File: src/rtl/match_pkg.sv
`default_nettype none
// ============================================================================
// match_pkg
// Shared types and default constants for the volleyball match sequencer.
// Revision: 1.0
// ============================================================================
package match_pkg;

    localparam int DEF_PNT_W          = 5;
    localparam int DEF_SET_W          = 2;
    localparam int DEF_PNT_TARGET     = 25;
    localparam int DEF_DECIDER_TARGET = 15;
    localparam int DEF_SETS_TO_WIN    = 3;
    localparam int DEF_PNT_MAX        = 31;

    localparam int BTN_A    = 0;
    localparam int BTN_B    = 1;
    localparam int BTN_UNDO = 2;
    localparam int BTN_NEXT = 3;
    localparam int BTN_NEW  = 4;
    localparam int NUM_BTN  = 5;

    typedef enum logic [1:0] {
        ST_PLAY       = 2'd0,
        ST_SET_OVER   = 2'd1,
        ST_MATCH_OVER = 2'd2
    } state_e;

    typedef enum logic {
        SERVE_A = 1'b0,
        SERVE_B = 1'b1
    } serve_e;

    // Single-level undo record for the most recent point.
    typedef struct packed {
        logic valid;
        logic scorer;       // 0 = A, 1 = B
        logic prior_serve;
        logic sat;          // point was applied as a decrement of the other team
    } hist_t;

endpackage
`default_nettype wire

File: src/rtl/match_sequencer_if.sv
`default_nettype none
// ============================================================================
// match_sequencer_if
// Button inputs and scoreboard outputs of the match sequencer.
// Revision: 1.0
// ============================================================================
interface match_sequencer_if #(
    parameter int PNT_W = 5,
    parameter int SET_W = 2
);
    logic             iEN;
    logic             iPNT_A;
    logic             iPNT_B;
    logic             iUNDO;
    logic             iNEXT;
    logic             iNEW_MATCH;
    logic [PNT_W-1:0] oPNT_A;
    logic [PNT_W-1:0] oPNT_B;
    logic [SET_W-1:0] oSET_A;
    logic [SET_W-1:0] oSET_B;
    logic             oSERVE;
    logic             oSET_END;
    logic             oWIN_A;
    logic             oWIN_B;
    logic [1:0]       oSTATE;

    modport master (
        output iEN, iPNT_A, iPNT_B, iUNDO, iNEXT, iNEW_MATCH,
        input  oPNT_A, oPNT_B, oSET_A, oSET_B, oSERVE, oSET_END,
               oWIN_A, oWIN_B, oSTATE
    );

    modport slave (
        input  iEN, iPNT_A, iPNT_B, iUNDO, iNEXT, iNEW_MATCH,
        output oPNT_A, oPNT_B, oSET_A, oSET_B, oSERVE, oSET_END,
               oWIN_A, oWIN_B, oSTATE
    );
endinterface
`default_nettype wire

File: src/rtl/btn_edge.sv
`default_nettype none
// ============================================================================
// btn_edge
// Two-flop synchronizer plus rising-edge detector; one-cycle pulse per press.
// Revision: 1.0
// ============================================================================
module btn_edge (
    input  logic iCLK,
    input  logic iRST,
    input  logic btn_i,
    output logic pulse_o
);

    logic sync1_q;
    logic sync2_q;
    logic prev_q;

    always_ff @(posedge iCLK or posedge iRST) begin
        if (iRST) begin
            sync1_q <= 1'b0;
            sync2_q <= 1'b0;
            prev_q  <= 1'b0;
        end else begin
            sync1_q <= btn_i;
            sync2_q <= sync1_q;
            prev_q  <= sync2_q;
        end
    end

    assign pulse_o = sync2_q & ~prev_q;

endmodule
`default_nettype wire

File: src/rtl/match_sequencer.sv
`default_nettype none
// ============================================================================
// match_sequencer
// Volleyball scoring FSM: win-by-2, set targets, best-of-N, single-level undo.
// Revision: 1.0
// ============================================================================
module match_sequencer
    import match_pkg::*;
#(
    parameter int PNT_W          = DEF_PNT_W,
    parameter int SET_W          = DEF_SET_W,
    parameter int PNT_TARGET     = DEF_PNT_TARGET,
    parameter int DECIDER_TARGET = DEF_DECIDER_TARGET,
    parameter int SETS_TO_WIN    = DEF_SETS_TO_WIN,
    parameter int PNT_MAX        = DEF_PNT_MAX
) (
    input  logic              iCLK,
    input  logic              iRST,
    match_sequencer_if.slave  bus
);

    localparam logic [PNT_W:0]   TGT_NORM     = (PNT_W+1)'(PNT_TARGET);
    localparam logic [PNT_W:0]   TGT_DEC      = (PNT_W+1)'(DECIDER_TARGET);
    localparam logic [PNT_W:0]   LEAD_MIN     = (PNT_W+1)'(2);
    localparam logic [PNT_W-1:0] PNT_SAT      = PNT_W'(PNT_MAX);
    localparam logic [SET_W:0]   DECIDER_SETS = (SET_W+1)'(2*SETS_TO_WIN-2);
    localparam logic [SET_W-1:0] SETS_WIN     = SET_W'(SETS_TO_WIN);

    // ------------------------------------------------------------------
    // Button conditioning
    // ------------------------------------------------------------------
    logic [NUM_BTN-1:0] btn_raw;
    logic [NUM_BTN-1:0] btn_ev;

    assign btn_raw[BTN_A]    = bus.iPNT_A;
    assign btn_raw[BTN_B]    = bus.iPNT_B;
    assign btn_raw[BTN_UNDO] = bus.iUNDO;
    assign btn_raw[BTN_NEXT] = bus.iNEXT;
    assign btn_raw[BTN_NEW]  = bus.iNEW_MATCH;

    generate
        for (genvar g = 0; g < NUM_BTN; g++) begin : g_btn
            btn_edge u_btn_edge (
                .iCLK    (iCLK),
                .iRST    (iRST),
                .btn_i   (btn_raw[g]),
                .pulse_o (btn_ev[g])
            );
        end
    endgenerate

    logic ev_new;
    logic ev_undo;
    logic ev_next;
    logic pt_a;
    logic pt_b;

    // Coincident A/B points cancel each other; only NEW_MATCH ignores iEN.
    assign ev_new  = btn_ev[BTN_NEW];
    assign ev_undo = btn_ev[BTN_UNDO] & bus.iEN;
    assign ev_next = btn_ev[BTN_NEXT] & bus.iEN;
    assign pt_a    = btn_ev[BTN_A] & ~btn_ev[BTN_B] & bus.iEN;
    assign pt_b    = btn_ev[BTN_B] & ~btn_ev[BTN_A] & bus.iEN;

    // ------------------------------------------------------------------
    // State
    // ------------------------------------------------------------------
    state_e           state_q,   state_d;
    logic [PNT_W-1:0] pnt_a_q,   pnt_a_d;
    logic [PNT_W-1:0] pnt_b_q,   pnt_b_d;
    logic [SET_W-1:0] set_a_q,   set_a_d;
    logic [SET_W-1:0] set_b_q,   set_b_d;
    serve_e           serve_q,   serve_d;
    logic             win_a_q,   win_a_d;
    logic             win_b_q,   win_b_d;
    logic             set_end_q, set_end_d;
    hist_t            hist_q,    hist_d;

    always_ff @(posedge iCLK or posedge iRST) begin
        if (iRST) begin
            state_q   <= ST_PLAY;
            pnt_a_q   <= '0;
            pnt_b_q   <= '0;
            set_a_q   <= '0;
            set_b_q   <= '0;
            serve_q   <= SERVE_A;
            win_a_q   <= 1'b0;
            win_b_q   <= 1'b0;
            set_end_q <= 1'b0;
            hist_q    <= '0;
        end else begin
            state_q   <= state_d;
            pnt_a_q   <= pnt_a_d;
            pnt_b_q   <= pnt_b_d;
            set_a_q   <= set_a_d;
            set_b_q   <= set_b_d;
            serve_q   <= serve_d;
            win_a_q   <= win_a_d;
            win_b_q   <= win_b_d;
            set_end_q <= set_end_d;
            hist_q    <= hist_d;
        end
    end

    // ------------------------------------------------------------------
    // Point datapath, expressed from the scorer's point of view
    // ------------------------------------------------------------------
    logic             scorer;
    logic [PNT_W-1:0] sc_pts;
    logic [PNT_W-1:0] ot_pts;
    logic [PNT_W-1:0] sc_new;
    logic [PNT_W-1:0] ot_new;
    logic [SET_W-1:0] sc_sets;
    logic [SET_W-1:0] sc_sets_new;
    logic [SET_W:0]   set_sum;
    logic [PNT_W:0]   target;
    logic             sat;
    logic             set_won;

    always_comb begin
        scorer      = pt_b;
        sc_pts      = scorer ? pnt_b_q : pnt_a_q;
        ot_pts      = scorer ? pnt_a_q : pnt_b_q;
        sc_sets     = scorer ? set_b_q : set_a_q;
        sat         = (sc_pts == PNT_SAT);
        // At saturation the lead is advanced by pulling the other team down.
        sc_new      = sat ? sc_pts : sc_pts + 1'b1;
        ot_new      = sat ? ot_pts - 1'b1 : ot_pts;
        set_sum     = {1'b0, set_a_q} + {1'b0, set_b_q};
        target      = (set_sum == DECIDER_SETS) ? TGT_DEC : TGT_NORM;
        set_won     = ({1'b0, sc_new} >= target) &&
                      ({1'b0, sc_new} >= ({1'b0, ot_new} + LEAD_MIN));
        sc_sets_new = sc_sets + 1'b1;
    end

    // ------------------------------------------------------------------
    // Next-state logic
    // ------------------------------------------------------------------
    always_comb begin
        state_d   = state_q;
        pnt_a_d   = pnt_a_q;
        pnt_b_d   = pnt_b_q;
        set_a_d   = set_a_q;
        set_b_d   = set_b_q;
        serve_d   = serve_q;
        win_a_d   = win_a_q;
        win_b_d   = win_b_q;
        hist_d    = hist_q;

        if (ev_new) begin
            state_d = ST_PLAY;
            pnt_a_d = '0;
            pnt_b_d = '0;
            set_a_d = '0;
            set_b_d = '0;
            serve_d = SERVE_A;
            win_a_d = 1'b0;
            win_b_d = 1'b0;
            hist_d  = '0;
        end else if (ev_undo) begin
            if (hist_q.valid) begin
                if (hist_q.sat) begin
                    if (hist_q.scorer) pnt_a_d = pnt_a_q + 1'b1;
                    else               pnt_b_d = pnt_b_q + 1'b1;
                end else begin
                    if (hist_q.scorer) pnt_b_d = pnt_b_q - 1'b1;
                    else               pnt_a_d = pnt_a_q - 1'b1;
                end
                serve_d = serve_e'(hist_q.prior_serve);
                if (state_q != ST_PLAY) begin
                    if (hist_q.scorer) set_b_d = set_b_q - 1'b1;
                    else               set_a_d = set_a_q - 1'b1;
                    win_a_d = 1'b0;
                    win_b_d = 1'b0;
                    state_d = ST_PLAY;
                end
                hist_d.valid = 1'b0;
            end
        end else begin
            case (state_q)
                ST_PLAY: begin
                    if (pt_a || pt_b) begin
                        if (scorer) begin
                            pnt_b_d = sc_new;
                            pnt_a_d = ot_new;
                        end else begin
                            pnt_a_d = sc_new;
                            pnt_b_d = ot_new;
                        end
                        serve_d            = serve_e'(scorer);
                        hist_d.valid       = 1'b1;
                        hist_d.scorer      = scorer;
                        hist_d.prior_serve = serve_q;
                        hist_d.sat         = sat;
                        if (set_won) begin
                            if (scorer) set_b_d = sc_sets_new;
                            else        set_a_d = sc_sets_new;
                            if (sc_sets_new == SETS_WIN) begin
                                state_d = ST_MATCH_OVER;
                                win_a_d = ~scorer;
                                win_b_d = scorer;
                            end else begin
                                state_d = ST_SET_OVER;
                            end
                        end
                    end
                end
                ST_SET_OVER: begin
                    if (ev_next) begin
                        // The team that lost the set serves first in the next one.
                        serve_d      = (pnt_a_q > pnt_b_q) ? SERVE_B : SERVE_A;
                        pnt_a_d      = '0;
                        pnt_b_d      = '0;
                        hist_d.valid = 1'b0;
                        state_d      = ST_PLAY;
                    end
                end
                default: begin
                end
            endcase
        end

        set_end_d = (state_d == ST_SET_OVER);
    end

    assign bus.oPNT_A   = pnt_a_q;
    assign bus.oPNT_B   = pnt_b_q;
    assign bus.oSET_A   = set_a_q;
    assign bus.oSET_B   = set_b_q;
    assign bus.oSERVE   = serve_q;
    assign bus.oSET_END = set_end_q;
    assign bus.oWIN_A   = win_a_q;
    assign bus.oWIN_B   = win_b_q;
    assign bus.oSTATE   = state_q;

endmodule
`default_nettype wire
File: src/flat_wrapper.sv
// flat-port wrapper written by rule: the top's interface ports become plain ports
module match_sequencer_flat import match_pkg::*;
#(
    parameter int PNT_W          = DEF_PNT_W,
    parameter int SET_W          = DEF_SET_W,
    parameter int PNT_TARGET     = DEF_PNT_TARGET,
    parameter int DECIDER_TARGET = DEF_DECIDER_TARGET,
    parameter int SETS_TO_WIN    = DEF_SETS_TO_WIN,
    parameter int PNT_MAX        = DEF_PNT_MAX
)
  (iCLK, iRST, bus_iEN, bus_iPNT_A, bus_iPNT_B, bus_iUNDO, bus_iNEXT, bus_iNEW_MATCH, bus_oPNT_A, bus_oPNT_B, bus_oSET_A, bus_oSET_B, bus_oSERVE, bus_oSET_END, bus_oWIN_A, bus_oWIN_B, bus_oSTATE);
  match_sequencer_if #(.PNT_W(PNT_W), .SET_W(SET_W)) bus_i ();
  input  logic iCLK;
  input  logic iRST;
  input wire logic [$bits(bus_i.iEN)-1:0] bus_iEN;
  input wire logic [$bits(bus_i.iPNT_A)-1:0] bus_iPNT_A;
  input wire logic [$bits(bus_i.iPNT_B)-1:0] bus_iPNT_B;
  input wire logic [$bits(bus_i.iUNDO)-1:0] bus_iUNDO;
  input wire logic [$bits(bus_i.iNEXT)-1:0] bus_iNEXT;
  input wire logic [$bits(bus_i.iNEW_MATCH)-1:0] bus_iNEW_MATCH;
  output wire logic [$bits(bus_i.oPNT_A)-1:0] bus_oPNT_A;
  output wire logic [$bits(bus_i.oPNT_B)-1:0] bus_oPNT_B;
  output wire logic [$bits(bus_i.oSET_A)-1:0] bus_oSET_A;
  output wire logic [$bits(bus_i.oSET_B)-1:0] bus_oSET_B;
  output wire logic [$bits(bus_i.oSERVE)-1:0] bus_oSERVE;
  output wire logic [$bits(bus_i.oSET_END)-1:0] bus_oSET_END;
  output wire logic [$bits(bus_i.oWIN_A)-1:0] bus_oWIN_A;
  output wire logic [$bits(bus_i.oWIN_B)-1:0] bus_oWIN_B;
  output wire logic [$bits(bus_i.oSTATE)-1:0] bus_oSTATE;
  assign bus_i.iEN = bus_iEN;
  assign bus_i.iPNT_A = bus_iPNT_A;
  assign bus_i.iPNT_B = bus_iPNT_B;
  assign bus_i.iUNDO = bus_iUNDO;
  assign bus_i.iNEXT = bus_iNEXT;
  assign bus_i.iNEW_MATCH = bus_iNEW_MATCH;
  assign bus_oPNT_A = bus_i.oPNT_A;
  assign bus_oPNT_B = bus_i.oPNT_B;
  assign bus_oSET_A = bus_i.oSET_A;
  assign bus_oSET_B = bus_i.oSET_B;
  assign bus_oSERVE = bus_i.oSERVE;
  assign bus_oSET_END = bus_i.oSET_END;
  assign bus_oWIN_A = bus_i.oWIN_A;
  assign bus_oWIN_B = bus_i.oWIN_B;
  assign bus_oSTATE = bus_i.oSTATE;
  match_sequencer #(.PNT_W(PNT_W), .SET_W(SET_W), .PNT_TARGET(PNT_TARGET), .DECIDER_TARGET(DECIDER_TARGET), .SETS_TO_WIN(SETS_TO_WIN), .PNT_MAX(PNT_MAX)) u_core (.iCLK(iCLK), .iRST(iRST), .bus(bus_i));
endmodule
File: config.mk
export PLATFORM = sky130hd
export DESIGN_NAME = match_sequencer_flat
export DESIGN_NICKNAME = d
export VERILOG_FILES = /design/src/rtl/match_pkg.sv /design/src/rtl/match_sequencer_if.sv /design/src/rtl/btn_edge.sv /design/src/rtl/match_sequencer.sv /design/src/flat_wrapper.sv
export SDC_FILE = /design/constraint.sdc
export NUM_CORES = 1
export LEC_CHECK = 0
export CORE_MARGIN = 2
export CORE_UTILIZATION = 40
export DETAILED_ROUTE_END_ITERATION = 10
export PLACE_DENSITY = 0.64
export RECOVER_POWER = 25
export SLEW_MARGIN = 10
export SYNTH_ARGS = -nofsm -noshare
export SYNTH_HDL_FRONTEND = slang
export SYNTH_HIERARCHICAL = 1
export SYNTH_SLANG_ARGS = --single-unit
File: constraint.sdc
create_clock -name iCLK -period 9.2 [get_ports iCLK]
set_input_delay 0.92 -clock iCLK [delete_from_list [all_inputs] [get_ports iCLK]]
set_output_delay 0.92 -clock iCLK [all_outputs]
set_load 0.02 [all_outputs]
==> flow_summary_export.csv, run 1 <==
group,metric,value,unit
final_layout,nets,409,
clock_network,clkSinkCount,39,
synth,synthFlopType,"dfrtp_1",
power_and_ir_drop,comb_power_share,48.5,%
power_and_ir_drop,power-per-cell-area,229.5,nW/um2
floorplan,ios,28,
route,detail_route.vias_per_cell,5.551,
synth,yosysUniqueCellTypes,65,
power_and_ir_drop,peakVddDrop,0.07371,mV
hold_path,holdPathEnd,"u_core/g_btn[4].u_btn_edge/sync2_q$_DFF_PP0_",
timing,rsz0062_at_grt,"no",
clock_network,clk_path_buf_depth,2,
floorplan,dieArea,8524,um2
clock_network,cts_htree_levels,2,
power_and_ir_drop,internal-power,485.3,uW
route,vias,2648,
critical_path,rrSetupSlack,4.39,ns
synth,ys_seq_elements,39,
final_layout,n_antenna_cell,0,
grt,grt_max_degree,25,
final_layout,postLayoutCellArea,3570,um2
timing,max_clock_freq,182.9,MHz
floorplan,fp-row-count,32,
placement,port_buffers,27,
critical_path,crit_fanout,21,
floorplan,core_area,7647,um2
synth,yosysSeqAreaShare,31.28,%
hold_path,whs_path_depth,0,
hold_path,worstHoldStart,"u_core/g_btn[4].u_btn_edge/sync1_q$_DFF_PP0_",
timing,fin_crit,5.469,ns
critical_path,critical_path_class,"input pin to register",
grt,grt_pass1_vias,2684,
clock_network,cts_tree,"yes",
critical_path,cp_common_cell,"ha_1",
grt,track_usage,19.40,%
critical_path,crit_chain,"clkdlybuf4s50_1 > and3b_1 > mux2i_1 > ha_1 > nand4_1 > mux2i_1 > nand2_1 > xor2_1 > ha_1 > inv_1 > xnor2_1 > ha_1 > o21ai_0 > o21bai_1 > o311ai_4 > or4_1 > nand4_1",
synth,syn_inst,357,
timing,finalClockSkew,0.007341,ns
critical_path,path_buf_inv,2,
critical_path,reg2reg_from,"u_core/g_btn[0].u_btn_edge/sync2_q$_DFF_PP0_",
clock_network,cts_buffers,5,
route,detail-route-antenna-nets,0,
synth,synthArstFlopShare,100.0,%
timing,finalHoldViolCount,0,
power_and_ir_drop,switching_power,334.1,uW
timing,final_max_slew_viol_count,0,
timing,tightest_slew,0.9751,ns
final_layout,fin_util,46.68,%
critical_path,slowest_stage,"and3b_1",
power_and_ir_drop,swShare,40.77,%
hold_path,hp-class,"register to register",
final_layout,drive_gt1_share,7.467,%
critical_path,crit_family,"simple AND/OR/NAND/NOR gates",
timing,slew_headroom,34.92,%
grt,antenna_found_initial,0,
critical_path,cpPeakStageDelay,0.67,ns
critical_path,cp.arrival,5.70,ns
critical_path,reg2reg_to,"u_core/bus.oSET_A[1]$_DFFE_PP0P_",
route,routed_wirelength,7.797,mm
route,wl_per_cell,16.35,um
placement,dp_hpwl,5.932,mm
route,drt_iter0_drc,137,
floorplan,start_util,40.80,%
placement,postPlaceCellArea,3430,um2
clock_network,post_cts_resized,0,
floorplan,die_w,92.33,um
clock_network,holdBufCountCts,0,
timing,fin_tns_setup,0,ns
final_layout,layout_commonest_cell,"dfrtp_1",
synth,synth_area,3120,um2
clock_network,clk_latency,0.30,ns
synth,synth_edf_count,0,
synth,syn_nets,392,
route,drc_errors,0,
clock_network,root_buffer,"clkbuf_8",
grt,grt_pass1_wl,13.13,mm
power_and_ir_drop,power_frac_seq,29.9,%
final_layout,layout.cells.most_common_list,"dfrtp_1 (39), nor2_1 (31), nand2_1 (30)",
synth,yosys_warnings,6,
clock_network,cts_setup_buffers,0,
placement,gp_congestion,0.9182,
job,cap_viol_max_count,0,
grt,grt_remaining_overflow,0,
critical_path,worst_r2r_path_depth,17,
synth,syn_avg_cell_area,8.741,um2
power_and_ir_drop,clkPwrFrac,21.6,%
floorplan,die_h,92.33,um
power_and_ir_drop,leakagePower,1.545,nW
route,drt_pass1_iterations,4,
outcome,outcome,"complete, no violations",
timing,fin_crit_sh,59.44,%
critical_path,critPathLaunchType,"input pin",
clock_network,cts.clk_slew.worst_paths,0.08,ns
critical_path,crit_required,9.43,ns
final_layout,syn_to_final_growth,14.39,%
timing,setup_violations,0,
critical_path,end_kind,"register",
## per-stage QoR
stage / power [mW] / std cells / setup slack (ns) / hold slack (ns)
after detailed placement: 0.6419 / 469 / 3.465 / 0.3371
after CTS: 0.8263 / 477 / 3.765 / 0.3629
after global placement: 0.6377 / 469 / 3.574 / 0.3333
after floorplan: 0.5315 / 357 / 4.650 / 0.3312
after global routing: 0.8865 / 477 / 3.338 / 0.3671
final: 0.8194 / 477 / 3.731 / 0.3572
## final cells by class
type                            count  area [um2]
Clock inverter                      3       71.32
Multi-Input combinational cell    273        1947
Timing Repair Buffer               28       277.8
Clock buffer                        5       68.82
Tap cell                          102       127.6
Fill cell                         737        4078
Sequential cell                    39       975.9
Inverter                           27       101.3
## logic make-up after synthesis
kind of cell             Yosys count  synth area share (%)
adder cells (fa/ha/maj)           27                 11.55
AND/OR/NAND/NOR                  121                 20.93
AO/OA/AOI/OAI                     98                 21.93
XOR/XNOR                          18                 5.052
multiplexers                       9                 2.927
buffers and inverters             45                 6.335
flip-flops                        39                 31.28
## worst max path at each step
stage / startpoint / to / cells after the start
floorplan: bus_iEN / u_core/bus.oWIN_A$_DFFE_PP0P_ / 19
global placement: bus_iEN / u_core/bus.oSET_A[1]$_DFFE_PP0P_ / 17
detailed placement: bus_iEN / u_core/bus.oSET_A[1]$_DFFE_PP0P_ / 17
CTS: bus_iEN / u_core/bus.oSET_A[1]$_DFFE_PP0P_ / 17
global route: bus_iEN / u_core/bus.oSET_A[1]$_DFFE_PP0P_ / 17
finish: bus_iEN / u_core/bus.oSET_A[1]$_DFFE_PP0P_ / 17
## metal layers
metal / vias to the layer above / share of wire (%) / track usage, %
li1: 1294 / - / -
met1: 1259 / 45 / 25.14
met2: 78 / 49 / 33.21
met3: 17 / 4.6 / 2.685
met4: 0 / 2.3 / 6.716
met5: - / 0 / 0
## worst reg2reg max path, cell delays in order (launching register included)
cell	delay, ns
dfrtp_1	0.39
nor2b_4	0.14
and3b_1	0.68
mux2i_1	0.32
ha_1	0.39
nand4_1	0.23
mux2i_1	0.36
nand2_1	0.11
xor2_1	0.30
ha_1	0.21
inv_1	0.08
xnor2_1	0.13
ha_1	0.27
o21ai_0	0.07
o21bai_1	0.21
o311ai_4	0.24
or4_1	0.52
nand4_1	0.10
## flip-flops by register name (all words and copies together) (netlist names)
signal	count
u_core/bus.oPNT_A	5
u_core/hist_q	4
u_core/g_btn.u_btn_edge/prev_q	5
u_core/bus.oSET_B	2
u_core/bus.oWIN_A	1
u_core/bus.oSET_END	1
u_core/bus.oSERVE	1
u_core/g_btn.u_btn_edge/sync2_q	5
u_core/bus.oSTATE	2
u_core/g_btn.u_btn_edge/sync1_q	5
u_core/bus.oWIN_B	1
u_core/bus.oSET_A	2
u_core/bus.oPNT_B	5
## synth_stat cells, drive strengths merged (8+ instances only)
cell type / n / area share, %
nand3: 9 / 1.4
o31ai: 8 / 2.4
dfrtp: 39 / 31
xnor2: 13 / 3.6
buf: 12 / 2.4
nor3: 10 / 1.6
a21oi: 21 / 3.4
nor2b: 9 / 3.0
nand2: 30 / 3.6
o21ai: 25 / 4.0
ha: 24 / 9.6
mux2i: 8 / 2.6
nor2: 31 / 3.7
inv: 27 / 3.2
## power groups by stage
stage | Clock, mW | Sequential (mW) | Combinational (mW)
after global routing | 0.189 | 0.252 | 0.446
final | 0.177 | 0.245 | 0.397
after CTS | 0.182 | 0.246 | 0.398
after global placement | 0 | 0.250 | 0.388
after floorplan | 0 | 0.243 | 0.288
after detailed placement | 0 | 0.249 | 0.392
(Power assumes the default switching activity.)
==> run 2, diff against run 1 <==
- PLACE_DENSITY: 0.64 -> 0.66
- clock period: 9.2 -> 4.51 ns (I/O delays scaled with it)
==> run 2 against run 1 <==
Against the previous run:
- global-route usage grew 0.13 points
- flip-flop and latch count unchanged
- highest routed layer unchanged
- largest power group unchanged
- routed wire length increased by 2.2%
- clock-buffer cell count unchanged
- combinational power up 110%
- total power increased by 100%
- first-iteration DRC count up 23%
- sequential power up 100%
==> flow_summary_export.csv, run 2 (same netlist as run 1, synthesis figures left out) <==
group,metric,value,unit
timing,final_max_slew_viol_count,0,
floorplan,die_w,92.33,um
clock_network,clk_path_buf_depth,2,
final_layout,layout_commonest_cell,"dfrtp_1",
final_layout,drive_gt1_share,10.82,%
timing,tightest_slew,1.007,ns
power_and_ir_drop,swShare,41.75,%
clock_network,cts_buffers,5,
timing,setup_violations,0,
power_and_ir_drop,internal-power,954.4,uW
clock_network,clkSinkCount,39,
route,routed_wirelength,7.969,mm
final_layout,postLayoutCellArea,3646,um2
critical_path,critPathLaunchType,"input pin",
critical_path,end_kind,"register",
clock_network,clk_latency,0.30,ns
timing,rsz0062_at_grt,"no",
hold_path,hp-class,"register to register",
timing,fin_crit,4.109,ns
route,wl_per_cell,16.26,um
critical_path,cp.arrival,4.34,ns
placement,gp_congestion,0.8721,
clock_network,cts_tree,"yes",
final_layout,syn_to_final_growth,16.84,%
critical_path,rrSetupSlack,0.47,ns
grt,grt_pass1_wl,13.32,mm
critical_path,reg2reg_from,"u_core/g_btn[0].u_btn_edge/sync2_q$_DFF_PP0_",
clock_network,cts_setup_buffers,0,
final_layout,fin_util,47.68,%
floorplan,die_h,92.33,um
timing,fin_tns_setup,0,ns
clock_network,root_buffer,"clkbuf_8",
power_and_ir_drop,power_frac_seq,30.6,%
final_layout,layout.cells.most_common_list,"dfrtp_1 (39), nor2_1 (31), nand2_1 (30)",
clock_network,post_cts_resized,0,
job,cap_viol_max_count,0,
floorplan,dieArea,8524,um2
route,vias,2782,
floorplan,ios,28,
floorplan,start_util,40.80,%
route,drt_iter0_drc,168,
critical_path,critical_path_class,"input pin to register",
grt,grt_pass1_vias,2655,
grt,track_usage,19.53,%
floorplan,core_area,7647,um2
route,detail-route-antenna-nets,0,
critical_path,setup.worst_path.start,"bus_iEN",
critical_path,crit_end,"u_core/bus.oSET_A[1]$_DFFE_PP0P_",
timing,fin_crit_sh,91.11,%
timing,finalHoldViolCount,0,
power_and_ir_drop,peakVddDrop,0.2722,mV
route,drc_errors,0,
placement,dp_hpwl,6.045,mm
power_and_ir_drop,comb_power_share,51.3,%
critical_path,reg2reg_to,"u_core/bus.oSET_A[1]$_DFFE_PP0P_",
final_layout,n_antenna_cell,0,
critical_path,crit_fanout,9,
clock_network,cts.clk_slew.worst_paths,0.08,ns
grt,antenna_found_initial,0,
timing,hold_ws,0.3516,ns
placement,port_buffers,27,
timing,max_clock_freq,243.4,MHz
clock_network,cts_htree_levels,2,
power_and_ir_drop,clkPwrFrac,18.1,%
power_and_ir_drop,power-per-cell-area,449.4,nW/um2
timing,finalClockSkew,0.01005,ns
final_layout,nets,422,
power_and_ir_drop,switching_power,684.0,uW
timing,setup_ws,0.4011,ns
critical_path,worst_r2r_path_depth,18,
floorplan,fp-row-count,32,
critical_path,crit_required,4.74,ns
grt,grt_max_degree,25,
clock_network,holdBufCountCts,0,
timing,slew_headroom,32.76,%
outcome,outcome,"complete, no violations",
route,drt_pass1_iterations,5,
route,detail_route.vias_per_cell,5.678,
grt,grt_remaining_overflow,0,
placement,postPlaceCellArea,3527,um2
placement,dp_slack,0.08026,ns
hold_path,worstHoldStart,"u_core/g_btn[4].u_btn_edge/sync1_q$_DFF_PP0_",
power_and_ir_drop,leakagePower,1.595,nW
## run 2: changes by cell type in the layout (fill, tap and decap cells not counted)
| cell | change |
|---|---|
| bufinv_16 | -1 |
| ha_2 | +1 |
| clkinv_4 | +1 |
| clkdlybuf4s50_1 | -1 |
| inv_6 | +1 |
| dlygate4sd3_1 | +1 |
| inv_8 | -1 |
| buf_4 | +13 |
| ha_1 | -1 |
## run 2: critical path, stage by stage
cell             delay [ns]
clkdlybuf4s50_1        0.47
and3b_1                0.29
mux2i_1                0.29
ha_2                   0.30
nand4_4                0.17
mux2i_1                0.23
nand2_1                0.09
xor2_1                 0.19
ha_1                   0.30
inv_1                  0.04
ha_1                   0.25
o21ai_0                0.08
nor2_1                 0.09
nor3_1                 0.05
o21bai_1               0.22
o311ai_4               0.21
or4_1                  0.50
nand4_1                0.10
## run 2: power by group through the flow
stage / sequential [mW] / clock [mW] / combinational (mW)
CTS: 0.502 / 0.305 / 0.842
detailed placement: 0.510 / 0 / 0.833
global route: 0.514 / 0.326 / 0.939
finish: 0.501 / 0.297 / 0.840
global placement: 0.509 / 0 / 0.816
floorplan: 0.496 / 0 / 0.588
## run 2: how the worst min path moves through the flow
stage                                                         endpoint  slack (ns)  depth (start not counted)
after floorplan            u_core/g_btn[0].u_btn_edge/prev_q$_DFF_PP0_        0.20                          1
after global placement    u_core/g_btn[4].u_btn_edge/sync2_q$_DFF_PP0_        0.33                          0
after detailed placement  u_core/g_btn[4].u_btn_edge/sync2_q$_DFF_PP0_        0.33                          0
after CTS                 u_core/g_btn[4].u_btn_edge/sync2_q$_DFF_PP0_        0.35                          0
after global routing      u_core/g_btn[3].u_btn_edge/sync2_q$_DFF_PP0_        0.36                          0
final                     u_core/g_btn[4].u_btn_edge/sync2_q$_DFF_PP0_        0.35                          0
## run 2: through the flow
stage | power (mW) | cells
after floorplan | 1.084 | 357
after global placement | 1.324 | 482
after detailed placement | 1.343 | 482
after CTS | 1.650 | 490
after global routing | 1.778 | 490
final | 1.638 | 490
## run 2: layout make-up
class	count	area, um2
fillers	751	4001
clock inverters	3	47.55
clock buffers	5	68.82
multi-input cells	273	1949
flip-flops and latches	39	975.9
repair buffers	41	375.4
inverters	27	101.3
well taps	102	127.6
## run 2: per-layer routing
| layer | wire length [um] | vias up | GRT usage, % |
|---|---|---|---|
| met5 | 0 | - | 0 |
| li1 | - | 1325 | - |
| met4 | 142 | 0 | 5.721 |
| met2 | 3804 | 83 | 32.66 |
| met1 | 3604 | 1362 | 26.45 |
| met3 | 417 | 12 | 2.604 |
==> run 3, diff against run 2 <==
- SLEW_MARGIN: 10 -> 20
==> run 3 against run 2 <==
Against the previous run:
- largest cell class unchanged
- combinational power about the same
- worst setup slack is essentially flat
- register-to-register slack about the same
- critical endpoint unchanged
- hold slack is essentially flat
- sequential share of layout area unchanged
==> flow_summary_export.csv, run 3 (same netlist as run 1, synthesis figures left out) <==
group,metric,value,unit
grt,grt_remaining_overflow,0,
timing,max_clock_freq,243.4,MHz
clock_network,root_buffer,"clkbuf_8",
final_layout,layout_commonest_cell,"dfrtp_1",
critical_path,crit_fanout,9,
clock_network,cts_setup_buffers,0,
power_and_ir_drop,switching_power,684.2,uW
timing,fin_crit_sh,91.10,%
floorplan,die_w,92.33,um
grt,track_usage,19.53,%
grt,grt_pass1_vias,2655,
grt,grt_pass1_wl,13.32,mm
timing,finalClockSkew,0.01005,ns
floorplan,dieArea,8524,um2
power_and_ir_drop,power_frac_seq,30.6,%
timing,rsz0062_at_grt,"no",
route,drc_errors,0,
timing,setup_violations,0,
final_layout,layout.cells.most_common_list,"dfrtp_1 (39), nor2_1 (31), nand2_1 (30)",
route,drt_pass1_iterations,5,
critical_path,crit_required,4.74,ns
outcome,outcome,"complete, no violations",
critical_path,critical_path_class,"input pin to register",
floorplan,start_util,40.80,%
critical_path,end_kind,"register",
floorplan,core_area,7647,um2
job,cap_viol_max_count,0,
clock_network,holdBufCountCts,0,
final_layout,syn_to_final_growth,16.84,%
hold_path,hp-class,"register to register",
timing,tightest_slew,0.9522,ns
clock_network,clkSinkCount,39,
grt,grt_max_degree,25,
final_layout,fin_util,47.68,%
route,routed_wirelength,7.978,mm
power_and_ir_drop,internal-power,954.3,uW
route,drt_iter0_drc,168,
power_and_ir_drop,peakVddDrop,0.2722,mV
grt,antenna_found_initial,0,
critical_path,cp.arrival,4.34,ns
route,wl_per_cell,16.28,um
timing,final_max_slew_viol_count,0,
route,detail-route-antenna-nets,0,
power_and_ir_drop,clkPwrFrac,18.1,%
critical_path,critPathLaunchType,"input pin",
floorplan,die_h,92.33,um
timing,fin_crit,4.109,ns
final_layout,nets,422,
power_and_ir_drop,finalPower,1.638,mW
timing,fin_tns_setup,0,ns
clock_network,cts_buffers,5,
clock_network,cts_tree,"yes",
route,vias,2785,
power_and_ir_drop,power-per-cell-area,449.4,nW/um2
power_and_ir_drop,comb_power_share,51.3,%
power_and_ir_drop,leakagePower,1.592,nW
clock_network,cts.clk_slew.worst_paths,0.08,ns
timing,slew_headroom,36.13,%
clock_network,clk_path_buf_depth,2,
power_and_ir_drop,swShare,41.76,%
floorplan,ios,28,
final_layout,drive_gt1_share,10.82,%
clock_network,cts_htree_levels,2,
placement,port_buffers,27,
final_layout,n_antenna_cell,0,
placement,dp_hpwl,6.045,mm
timing,finalHoldViolCount,0,
clock_network,clk_latency,0.30,ns
floorplan,fp-row-count,32,
placement,gp_congestion,0.8721,
route,detail_route.vias_per_cell,5.684,
-- run 3: cell count changes in the layout (fill, tap and decap cells not counted), sizes merged --
cell,before,now
inv,28,27
clkdlybuf4s50,25,24
clkinv,1,2
dlygate4sd3,2,3
-- run 3: critical path, cell delays in order --
cell             delay [ns]
clkdlybuf4s50_1        0.47
and3b_1                0.29
mux2i_1                0.29
ha_2                   0.30
nand4_4                0.17
mux2i_1                0.23
nand2_1                0.09
xor2_1                 0.19
ha_1                   0.30
inv_1                  0.04
ha_1                   0.25
o21ai_0                0.08
nor2_1                 0.09
nor3_1                 0.05
o21bai_1               0.22
o311ai_4               0.21
or4_1                  0.50
nand4_1                0.10
-- run 3: area by class of cell --
class	count	area [um2]
fillers	751	4001
multi-input cells	273	1949
flip-flops and latches	39	975.9
repair buffers	41	375.4
well taps	102	127.6
inverters	27	101.3
clock buffers	5	68.82
clock inverters	3	47.55
-- run 3: worst paths after layout --
path                                                               from                                      endpoint  slack [ns]  cells after the start
max reg2reg                u_core/g_btn[0].u_btn_edge/sync2_q$_DFF_PP0_              u_core/bus.oSET_A[1]$_DFFE_PP0P_        0.47                     18
max in group asynchronous                                          iRST                 u_core/bus.oWIN_B$_DFFE_PP0P_        3.26                      2
min reg2reg                u_core/g_btn[4].u_btn_edge/sync1_q$_DFF_PP0_  u_core/g_btn[4].u_btn_edge/sync2_q$_DFF_PP0_        0.35                      0
min                        u_core/g_btn[4].u_btn_edge/sync1_q$_DFF_PP0_  u_core/g_btn[4].u_btn_edge/sync2_q$_DFF_PP0_        0.35                      0
min in group asynchronous                                          iRST   u_core/g_btn[0].u_btn_edge/prev_q$_DFF_PP0_        0.56                      2
max                                                             bus_iEN              u_core/bus.oSET_A[1]$_DFFE_PP0P_        0.40                     18
-- run 3: per-layer routing --
| metal | vias up | routed length [um] | global-route usage [%] | part of all wire, % |
|---|---|---|---|---|
| met4 | 0 | 142 | 5.721 | 1.8 |
| met2 | 87 | 3807 | 32.66 | 48 |
| met3 | 12 | 426 | 2.604 | 5.3 |
| met1 | 1361 | 3603 | 26.45 | 45 |
| met5 | - | 0 | 0 | 0 |
| li1 | 1325 | - | - | - |
-- run 3: metrics by stage --
step           cells  hold WS [ns]  worst slack (ns)  instance area [um2]
6_report         490        0.3516            0.4013                 3646
4_1_cts          490        0.3544            0.3698                 3643
3_3_place_gp     482        0.3325            0.1797                 3527
3_5_place_dp     482        0.3347           0.08026                 3527
2_1_floorplan    357        0.2046            0.3520                 3120
5_1_grt          490        0.3629           0.04548                 3646
-- run 3: power by group through the flow --
stage                     Sequential, mW  Clock (mW)  Combinational, mW
final                              0.501       0.297              0.840
after detailed placement           0.510           0              0.833
after CTS                          0.502       0.305              0.842
after floorplan                    0.496           0              0.588
after global routing               0.514       0.326              0.938
after global placement             0.509           0              0.816
-- run 3: repair_timing --
action / CTS / global route
setup endpoints to repair: 0 / 1
gates resized for setup: 0 / 1
hold endpoints to repair: 0 / 0
